## src/rtl/i2c_pkg.sv

```systemverilog
// -----------------------------------------------------------------------------
// i2c_pkg
// Shared definitions for the I2C target: the protocol state enumeration, the
// bus-level constants for ACK/NACK and R/W, and the address-match rule.
// No ports; imported by i2c_bus_sync and i2c_target.
// -----------------------------------------------------------------------------
package i2c_pkg;

    typedef enum logic [2:0] {
        IDLE,
        ADDR,
        ADDR_ACK,
        WRITE,
        WRITE_ACK,
        READ,
        READ_ACK,
        IGNORE
    } i2c_state_e;

    localparam logic I2C_ACK  = 1'b0;
    localparam logic I2C_NACK = 1'b1;
    localparam logic RW_WRITE = 1'b0;
    localparam logic RW_READ  = 1'b1;

    // The general-call address (0) is never claimed, even if the target
    // were configured with it.
    function automatic logic addrMatch(input logic [6:0] rxAddr,
                                       input logic [6:0] ownAddr);
        return (rxAddr == ownAddr) && (rxAddr != 7'd0);
    endfunction

endpackage

```

## src/rtl/i2c_bus_sync.sv

```systemverilog
// -----------------------------------------------------------------------------
// i2c_bus_sync
// Brings the raw SCL/SDA pins into the clk domain and derives bus events.
// Ports:
//   clk, rst        system clock, synchronous active-high reset
//   scl_in, sda_in  raw asynchronous pin levels
//   scl_rise        one-cycle pulse on a synchronized SCL rising edge
//   scl_fall        one-cycle pulse on a synchronized SCL falling edge
//   start_det       SDA fell while SCL stayed high (START / repeated START)
//   stop_det        SDA rose while SCL stayed high (STOP)
//   sda_s           synchronized SDA level
// -----------------------------------------------------------------------------
module i2c_bus_sync
    import i2c_pkg::*;
#(
    parameter int SYNC_STAGES = 2
) (
    input  logic clk,
    input  logic rst,
    input  logic scl_in,
    input  logic sda_in,
    output logic scl_rise,
    output logic scl_fall,
    output logic start_det,
    output logic stop_det,
    output logic sda_s
);

    logic [SYNC_STAGES-1:0] sclSync_q;
    logic [SYNC_STAGES-1:0] sdaSync_q;
    logic                   sclPrev_q;
    logic                   sdaPrev_q;
    logic                   sclS;

    // Synchronizer chain plus one extra registered copy for edge detection.
    // Everything presets to 1 so that reset looks like an idle bus and
    // cannot fabricate a START or an SCL edge on its own.
    always_ff @(posedge clk) begin
        if (rst) begin
            sclSync_q <= '1;
            sdaSync_q <= '1;
            sclPrev_q <= 1'b1;
            sdaPrev_q <= 1'b1;
        end else begin
            sclSync_q <= {sclSync_q[SYNC_STAGES-2:0], scl_in};
            sdaSync_q <= {sdaSync_q[SYNC_STAGES-2:0], sda_in};
            sclPrev_q <= sclSync_q[SYNC_STAGES-1];
            sdaPrev_q <= sdaSync_q[SYNC_STAGES-1];
        end
    end

    assign sclS  = sclSync_q[SYNC_STAGES-1];
    assign sda_s = sdaSync_q[SYNC_STAGES-1];

    assign scl_rise = sclS & ~sclPrev_q;
    assign scl_fall = ~sclS & sclPrev_q;

    // SCL must be high in both the current and previous sample so that an
    // SDA change racing an SCL edge is not mistaken for START/STOP.
    assign start_det = sclS & sclPrev_q & sdaPrev_q & ~sda_s;
    assign stop_det  = sclS & sclPrev_q & ~sdaPrev_q & sda_s;

endmodule

```

## src/rtl/i2c_target.sv

```systemverilog
// -----------------------------------------------------------------------------
// i2c_target
// I2C target (slave) with a 7-bit address. Written bytes are handed to a local
// byte interface, read bytes are requested from it. SDA is driven open-drain
// (pull-low enable only); SCL is never driven and the clock is never stretched.
// Ports:
//   clk, rst    system clock (>= 8x SCL), synchronous active-high reset
//   scl_in      raw SCL pin level
//   sda_in      raw SDA pin level
//   sda_oe      1 = pull SDA low, 0 = release
//   wr_valid    one-cycle pulse, wr_data holds a freshly received byte
//   wr_data     last received write byte, held until the next wr_valid
//   rd_req      one-cycle pulse, rd_data is sampled in that cycle
//   rd_data     next byte to transmit
//   busy        1 while this target is the addressed party of a transfer
// -----------------------------------------------------------------------------
module i2c_target
    import i2c_pkg::*;
#(
    parameter logic [6:0] ADDR        = 7'h50,
    parameter int         SYNC_STAGES = 2
) (
    input  logic       clk,
    input  logic       rst,
    input  logic       scl_in,
    input  logic       sda_in,
    output logic       sda_oe,
    output logic       wr_valid,
    output logic [7:0] wr_data,
    output logic       rd_req,
    input  logic [7:0] rd_data,
    output logic       busy
);

    logic sclRise;
    logic sclFall;
    logic startDet;
    logic stopDet;
    logic sdaS;

    i2c_bus_sync #(
        .SYNC_STAGES(SYNC_STAGES)
    ) u_bus_sync (
        .clk      (clk),
        .rst      (rst),
        .scl_in   (scl_in),
        .sda_in   (sda_in),
        .scl_rise (sclRise),
        .scl_fall (sclFall),
        .start_det(startDet),
        .stop_det (stopDet),
        .sda_s    (sdaS)
    );

    // The ADDR parameter shadows the imported ADDR state name, so the state
    // is always written with its package prefix in this file.
    i2c_state_e state_q;
    logic [2:0] bitCnt_q;
    logic [7:0] shift_q;
    logic [7:0] shift_d;
    logic       rw_q;
    logic       ackDrive_q;
    logic       ackBit_q;
    logic       sdaOe_q;
    logic       wrValid_q;
    logic [7:0] wrData_q;
    logic       rdReq_q;
    logic       busy_q;

    // Receive path: the byte with the bit just sampled on SCL rise, MSB first.
    assign shift_d = {shift_q[6:0], sdaS};

    // Protocol FSM. STOP and START override whatever the current state was
    // doing in the same cycle. SDA is only ever changed in reaction to an
    // SCL fall, so the line never moves while SCL is high.
    always_ff @(posedge clk) begin
        if (rst) begin
            state_q    <= IDLE;
            bitCnt_q   <= 3'd0;
            shift_q    <= 8'h00;
            rw_q       <= RW_WRITE;
            ackDrive_q <= 1'b0;
            ackBit_q   <= I2C_NACK;
            sdaOe_q    <= 1'b0;
            wrValid_q  <= 1'b0;
            wrData_q   <= 8'h00;
            rdReq_q    <= 1'b0;
            busy_q     <= 1'b0;
        end else begin
            wrValid_q <= 1'b0;
            rdReq_q   <= 1'b0;

            if (stopDet) begin
                state_q    <= IDLE;
                bitCnt_q   <= 3'd0;
                ackDrive_q <= 1'b0;
                sdaOe_q    <= 1'b0;
                busy_q     <= 1'b0;
            end else if (startDet) begin
                state_q    <= i2c_pkg::ADDR;
                bitCnt_q   <= 3'd0;
                ackDrive_q <= 1'b0;
                sdaOe_q    <= 1'b0;
            end else begin
                case (state_q)
                    IDLE: begin
                        sdaOe_q <= 1'b0;
                    end

                    i2c_pkg::ADDR: begin
                        if (sclRise) begin
                            shift_q  <= shift_d;
                            bitCnt_q <= bitCnt_q + 3'd1;
                            if (bitCnt_q == 3'd7) begin
                                if (addrMatch(shift_d[7:1], ADDR)) begin
                                    state_q    <= ADDR_ACK;
                                    rw_q       <= shift_d[0];
                                    ackDrive_q <= 1'b0;
                                    busy_q     <= 1'b1;
                                end else begin
                                    state_q <= IGNORE;
                                    sdaOe_q <= 1'b0;
                                    busy_q  <= 1'b0;
                                end
                            end
                        end
                    end

                    // The first SCL fall ends the 8th bit and starts the ACK
                    // slot; the second ends the ACK slot.
                    ADDR_ACK, WRITE_ACK: begin
                        if (sclFall) begin
                            if (!ackDrive_q) begin
                                sdaOe_q    <= 1'b1;
                                ackDrive_q <= 1'b1;
                            end else begin
                                sdaOe_q    <= 1'b0;
                                ackDrive_q <= 1'b0;
                                bitCnt_q   <= 3'd0;
                                if (state_q == ADDR_ACK && rw_q == RW_READ) begin
                                    rdReq_q <= 1'b1;
                                    state_q <= READ;
                                end else begin
                                    state_q <= WRITE;
                                end
                            end
                        end
                    end

                    WRITE: begin
                        if (sclRise) begin
                            shift_q  <= shift_d;
                            bitCnt_q <= bitCnt_q + 3'd1;
                            if (bitCnt_q == 3'd7) begin
                                wrData_q   <= shift_d;
                                wrValid_q  <= 1'b1;
                                ackDrive_q <= 1'b0;
                                state_q    <= WRITE_ACK;
                            end
                        end
                    end

                    // rd_data is captured in the rd_req cycle and its MSB is
                    // put on the bus at once; later bits follow each SCL fall.
                    READ: begin
                        if (rdReq_q) begin
                            shift_q  <= rd_data;
                            sdaOe_q  <= ~rd_data[7];
                            bitCnt_q <= 3'd0;
                        end else if (sclFall) begin
                            if (bitCnt_q == 3'd7) begin
                                sdaOe_q <= 1'b0;
                                state_q <= READ_ACK;
                            end else begin
                                shift_q  <= {shift_q[6:0], 1'b0};
                                sdaOe_q  <= ~shift_q[6];
                                bitCnt_q <= bitCnt_q + 3'd1;
                            end
                        end
                    end

                    READ_ACK: begin
                        if (sclRise) begin
                            ackBit_q <= sdaS;
                        end else if (sclFall) begin
                            if (ackBit_q == I2C_ACK) begin
                                rdReq_q <= 1'b1;
                                state_q <= READ;
                            end else begin
                                state_q <= IGNORE;
                                busy_q  <= 1'b0;
                            end
                        end
                    end

                    IGNORE: begin
                        sdaOe_q <= 1'b0;
                    end

                    default: begin
                        state_q <= IDLE;
                        sdaOe_q <= 1'b0;
                    end
                endcase
            end
        end
    end

    assign sda_oe   = sdaOe_q;
    assign wr_valid = wrValid_q;
    assign wr_data  = wrData_q;
    assign rd_req   = rdReq_q;
    assign busy     = busy_q;

endmodule
```

## config.mk

```make
export PLATFORM = sky130hd
export DESIGN_NAME = i2c_target
export DESIGN_NICKNAME = d
export VERILOG_FILES = /design/src/rtl/i2c_pkg.sv /design/src/rtl/i2c_bus_sync.sv /design/src/rtl/i2c_target.sv
export SDC_FILE = /design/constraint.sdc
export NUM_CORES = 1
export LEC_CHECK = 0
export CAP_MARGIN = 20
export CORE_UTILIZATION = 30
export DETAILED_ROUTE_END_ITERATION = 8
export GPL_ROUTABILITY_DRIVEN = 1
export PLACE_DENSITY_LB_ADDON = 0.2
export RECOVER_POWER = 100
export SLEW_MARGIN = 0
export SYNTH_ARGS = -nofsm -noshare
export SYNTH_HDL_FRONTEND = slang
export SYNTH_SLANG_ARGS = --single-unit
export TNS_END_PERCENT = 10
```

## constraint.sdc

```tcl
create_clock -name clk -period 3.5 [get_ports clk]
set_input_delay 0.525 -clock clk [delete_from_list [all_inputs] [get_ports clk]]
set_output_delay 0.525 -clock clk [all_outputs]
set_load 0.02 [all_outputs]
```

After elaboration in Yosys (flattened, before gate mapping). Cells that the tools add are included. Widths: inputs -> output; s select.

Register bits after elaboration: 34. Output and inout port bits: 12.

Add/subtract/negate cells: 1. Equal/unequal tests: 37. Muxes and demuxes: 58. Bitwise logic cells: 17. Reductions and logical operators: 27.

Operators with widths (number): $mux 3 (19); $ne 3x3->1 const B (13); $mux 7 (4); $ne 2x2->1 const B (14); $mux 1 (27); $reduce_and 12->1 (2); $reduce_and 6->1 (4); $eq 3x3->1 const B (5); $pmux 3 s5 (1); $pmux 7 s2 (1); $reduce_and 7->1 (2); $not 1->1 (10); $pmux 3 s3 (1); $reduce_or 2->1 (4); $and 1x1->1 (7); $eq 7x7->1 const B (1); $reduce_bool 7->1 (1); $eq 3x2->1 const B (2); $reduce_bool 3->1 (2); $reduce_bool 6->1 (1); $reduce_and 5->1 (1); $reduce_bool 5->1 (1); $reduce_or 5->1 (1); $pmux 1 s2 (2); 12 further kinds (14).

Depth between registers and ports, before layout.
Depth after elaboration: 7. Depth in mapped cells: 8. Mapped depth without buffers: 7.

Modules after synthesis. Synthesis repeated with hierarchy kept, for this count alone.

Cell total of the unflattened synthesis: 203. Area total of the unflattened synthesis: 1874.3 µm².

Modules (own cells, without submodules): i2c_target (instances 1, cells each 187, area each 1684.1 µm², sequential area each 560.5 µm²); i2c_bus_sync (instances 1, cells each 16, area each 190.2 µm², sequential area each 120.1 µm²).

Least setup slack after synthesis. OpenSTA, ideal clock, no wires.

Path kind: register to register. Start point: reg bitCnt_q[0]. End point: reg shift_q[2]. Setup time: 0.079 ns. Arrival: 1.759 ns. Required time: 3.421 ns. Setup slack: 1.662 ns. Cell stages (with the launch flop): 9. Buffers on the path: 1. Period minus slack after synthesis: 1.838 ns. Cells stage by stage: dfxtp_1 -> ha_1 -> ha_1 -> nand2b_1 -> a221o_1 -> nor2_4 -> buf_6 -> nor2_2 -> a211oi_2.

Longest elaborated chain between the ends: 3.

RTL lines: start: declaration (line i2c_target.sv:58) `logic [2:0] bitCnt_q;`; start signal: assignment (line i2c_target.sv:113) `bitCnt_q <= bitCnt_q + 3'd1;`; start signal: assignment (line i2c_target.sv:153) `bitCnt_q <= bitCnt_q + 3'd1;`; start signal: assignment (line i2c_target.sv:177) `bitCnt_q <= bitCnt_q + 3'd1;`; $eq 3x3->1 (line i2c_target.sv:171) `if (bitCnt_q == 3'd7) begin`; $ne 3x3->1 (no source line); $reduce_and 6->1 (no source line); end signal: assignment (line i2c_target.sv:152) `shift_q <= shift_d;`; end signal: assignment (line i2c_target.sv:167) `shift_q <= rd_data;`; end signal: assignment (line i2c_target.sv:175) `shift_q <= {shift_q[6:0], 1'b0};`; end: declaration (line i2c_target.sv:59) `logic [7:0] shift_q;`.

No other way between the ends. A chain may end at the register's enable or synchronous reset.

Worst setup path after layout.
Start point: reg state_q[0]. End point: reg wrData_q[0] (netlist: wr_data[0]).

Longest elaborated chain between the ends: 2.

RTL lines: start: declaration (line i2c_target.sv:57) `i2c_state_e state_q;`; start signal: assignment (line i2c_target.sv:100) `state_q <= i2c_pkg::ADDR;`; $eq 3x2->1 (line i2c_target.sv:105) `case (state_q)`; $reduce_and 5->1 (no source line); end signal: assignment (line i2c_target.sv:155) `wrData_q <= shift_d;`; end: declaration (line i2c_target.sv:66) `logic [7:0] wrData_q;`.

No other way between the ends.

==> flow_summary.yaml <==
outcome:
  outcome: "completed"
timing:
  final_hold_viol_count: 0
  timing.clock.skew_ns: 0.008349
  timing.fmax_mhz: 399.8
  setup_viol: 0
  final-max-slew-violation-count: 0
  maxSlewHeadroom: 0.2687
  setup_total_negative_slack_ns: 0
  finalCriticalPeriod_ns: 2.502
  grt_setup_unrepaired: "false"
  tightest_slew_ns: 1.097
  post-route-period-util: 0.7147
pwr:
  irDropWorstVdd_v: 0.0003413
  p_comb_frac: 0.311
  power_per_cell_area_nw_per_um2: 586.2
  cellInternalPower_uw: 768.6
  relative_contribution_of_sequential_cells_to_total_power: 0.437
  total_switching_power_uw: 453.4
  leakage_uw: 0.0008622
  p_clk_frac: 0.251
  netSwitchingFraction: 0.3710
place:
  finalWeightedCongestion: 0.7949
  io_buffer_count: 23
  dp.cells: 281
  post_dp_cell_area_sq_um: 2007
  detailedPlacementHpwl_um: 2683
drt:
  remaining_drc_errors: 0
  drt-initial-drc-count: 99
  vias: 1454
  wl_per_cell_um: 13.36
  finalWirelength_um: 3862
  postRouteAntennaNets: 0
  detailedRoute.firstPassIterationCount: 4
  avgViaCountPerCell: 5.031
die:
  site_rows: 27
  floorplan.die.height_um: 78.17
  fp.dieW_um: 78.17
  floorplan.initialDensity: 0.3141
  die_area_sq_um: 6110
  core_area_sq_um: 5540
  io-pin-count: 24
global_route:
  globalRoute.busiestLayer: "met2"
  met1_usage_in_global_routing: 0.1789
  met3_track_demand_over_resource: 0.05233
  use_met2: 0.2026
  maximum_number_of_pins_on_one_net_before_global_route_repair: 26
  grt_first_pass_wirelength_um: 6423
  first_global_vias: 1342
  grt_overflow: 0
  grt_usage: 0.1355
  grt_antenna_before_repair: 0
layout:
  area_delta_synth_final_pct: 19.77
  layout_common_cells: "dfxtp_1, nor2_1, mux2i_1"
  layoutNonFillerInstCount: 289
  layout_commonest_cell: "dfxtp_1"
  fin_nets: 230
  post-route-util: 0.3762
  n_antenna_cell: 0
  post_route_cells_drive_above_1_share: 0.1060
  finish.instance_area_sq_um: 2085
yosys:
  postSynth.topFlopCell: "dfxtp_1"
  synthesis.yosys.warnings: 0
  synth-async-reset-ratio: 0
  syn-cell-area_sq_um: 1740
  ys_seq_elements: 34
  syn_nets: 210
  synth_enable_flop_cells: 0
  syn_area_per_cell_sq_um: 8.880
  ys_seq_area_frac: 0.3911
  netlist-cell-type-count: 48
  synthCells: 196
cts:
  post_cts.resized_instances: 0
  numCtsBuffers: 5
  ctsLongestPathBuffers: 2
  clkSinkCount: 34
  cts_hold_buf: 0
  path_clk_slew_ns: 0.08
  cts_setup_buffers: 0
  clock-root-buffer: "clkbuf_8"
  cts_max_level: 2
  clock_latency_ns: 0.29
  tritoncts: "built"
worst_setup_path:
  worstPathMaxFanout: 16
  critical_path.endpoint: "wr_data[0]$_SDFFE_PP0P_"
  worst_setup_path_start_kind: "flop"
  worst-r2r-cell-count: 5
  worstReg2RegStart: "state_q[0]$_SDFFE_PP0P_"
  timing_worst_setup_path_type: "flop to flop"
  critPathMaxStageDelay_ns: 0.54
  crit_chain: "clkbuf_1, nor2b_4, nand4_1, mux2i_1, nor2_1"
  reg2reg_slack_ns: 1.0
  crit_arrival_ns: 2.63
  critical_path_required_ns: 3.63
  endpoint_kind: "flop"
  critPathLaunch: "state_q[0]$_SDFFE_PP0P_"
  critical-path-slowest-cell: "clkbuf_1"
  reg2reg_to: "wr_data[0]$_SDFFE_PP0P_"
flow_run:
  max-cap-violations: 0
min_path:
  worstHoldStart: "u_bus_sync.sdaSync_q[0]$_SDFF_PP1_"
  holdCritPathClass: "flop to flop"
-- cells in the mapped netlist, types with 2 or more instances --
library cell,number,area (sq um)
clkbuf_1,5,18.77
nor2_2,3,18.77
inv_1,2,7.510
buf_6,2,22.52
mux2i_1,19,190.2
a211oi_2,4,50.05
o21ai_0,8,40.04
nor3b_1,2,15.01
buf_2,4,20.02
or3_1,2,12.51
nor2b_1,2,12.51
nand3b_1,2,15.01
nand2b_1,9,56.30
ha_1,2,25.02
and2_1,2,12.51
nor2_1,31,116.4
o211ai_1,2,15.01
a21oi_1,8,40.04
nor3_1,4,20.02
nand3_1,6,30.03
or2_2,6,37.54
nand2_1,6,22.52
xnor2_1,2,17.52
nand4_1,2,12.51
dfxtp_1,34,680.7
a211oi_1,5,37.54
-- state kept, by name, summed over array words and instances (netlist names), 2 cells and up --
register / count
shift_q: 7
u_bus_sync.sdaSync_q: 2
state_q: 3
wr_data: 8
u_bus_sync.sclSync_q: 2
bitCnt_q: 3
-- logic make-up (layout without fill, tap and decap cells) --
group	count (synthesis)	after routing	synth area share
compound gates	42	42	0.1805
xor+xnor	2	2	0.01007
fa+ha+maj	2	2	0.01438
buf+inv	14	35	0.04386
flops	34	34	0.3911
mux	19	19	0.1093
simple gates	83	83	0.2509
-- routing by layer --
| layer | vias to the layer above | part of all wire |
|---|---|---|
| li1 | 735 | - |
| met1 | 670 | 0.49 |
| met2 | 41 | 0.45 |
| met3 | 8 | 0.042 |
| met4 | 0 | 0.013 |
| met5 | - | 0 |
-- worst max-delay path: cells and delay by family, from the launching register on --
kind | cells | cell delay [ns]
buffers and inverters | 1 | 0.54
AND/OR/NAND/NOR | 3 | 0.94
multiplexers | 1 | 0.32
flip-flops | 1 | 0.52
-- area by class of cell --
| cell class | count | area (sq um) |
|---|---|---|
| Tap cell | 72 | 90.09 |
| Multi-Input combinational cell | 148 | 973.4 |
| Timing Repair Buffer | 25 | 237.7 |
| Sequential cell | 34 | 680.7 |
| Clock inverter | 2 | 12.51 |
| Inverter | 2 | 7.507 |
| Fill cell | 599 | 3456 |
| Clock buffer | 6 | 82.58 |
-- through the flow --
step	setup slack (ns)	power, uW	hold WS, ns
2_1_floorplan	1.662	862.5	0.3895
5_1_grt	0.6658	1306	0.4363
4_1_cts	1.333	1253	0.4096
3_3_place_gp	1.396	939.2	0.3924
3_5_place_dp	1.382	938.0	0.3932
6_report	0.9985	1222	0.4077
-- power by group through the flow --
stage	Combinational (uW)	Sequential, uW	Clock [uW]
final	381	534	307
after global routing	421	545	340
after detailed placement	395	543	0
after CTS	398	534	322
after global placement	394	545	0
after floorplan	376	487	0
-- worst min path at each step --
stage / end / slack (ns) / depth (start not counted)
5_1_grt: u_bus_sync.sdaSync_q[1]$_SDFF_PP1_ / 0.44 / 1
6_report: u_bus_sync.sdaSync_q[1]$_SDFF_PP1_ / 0.41 / 1
3_3_place_gp: u_bus_sync.sclSync_q[1]$_SDFF_PP1_ / 0.39 / 1
3_5_place_dp: u_bus_sync.sdaSync_q[1]$_SDFF_PP1_ / 0.39 / 1
4_1_cts: u_bus_sync.sdaSync_q[1]$_SDFF_PP1_ / 0.41 / 1
2_1_floorplan: u_bus_sync.sclSync_q[1]$_SDFF_PP1_ / 0.39 / 1
No activity file was read; power rests on OpenSTA's default activity.
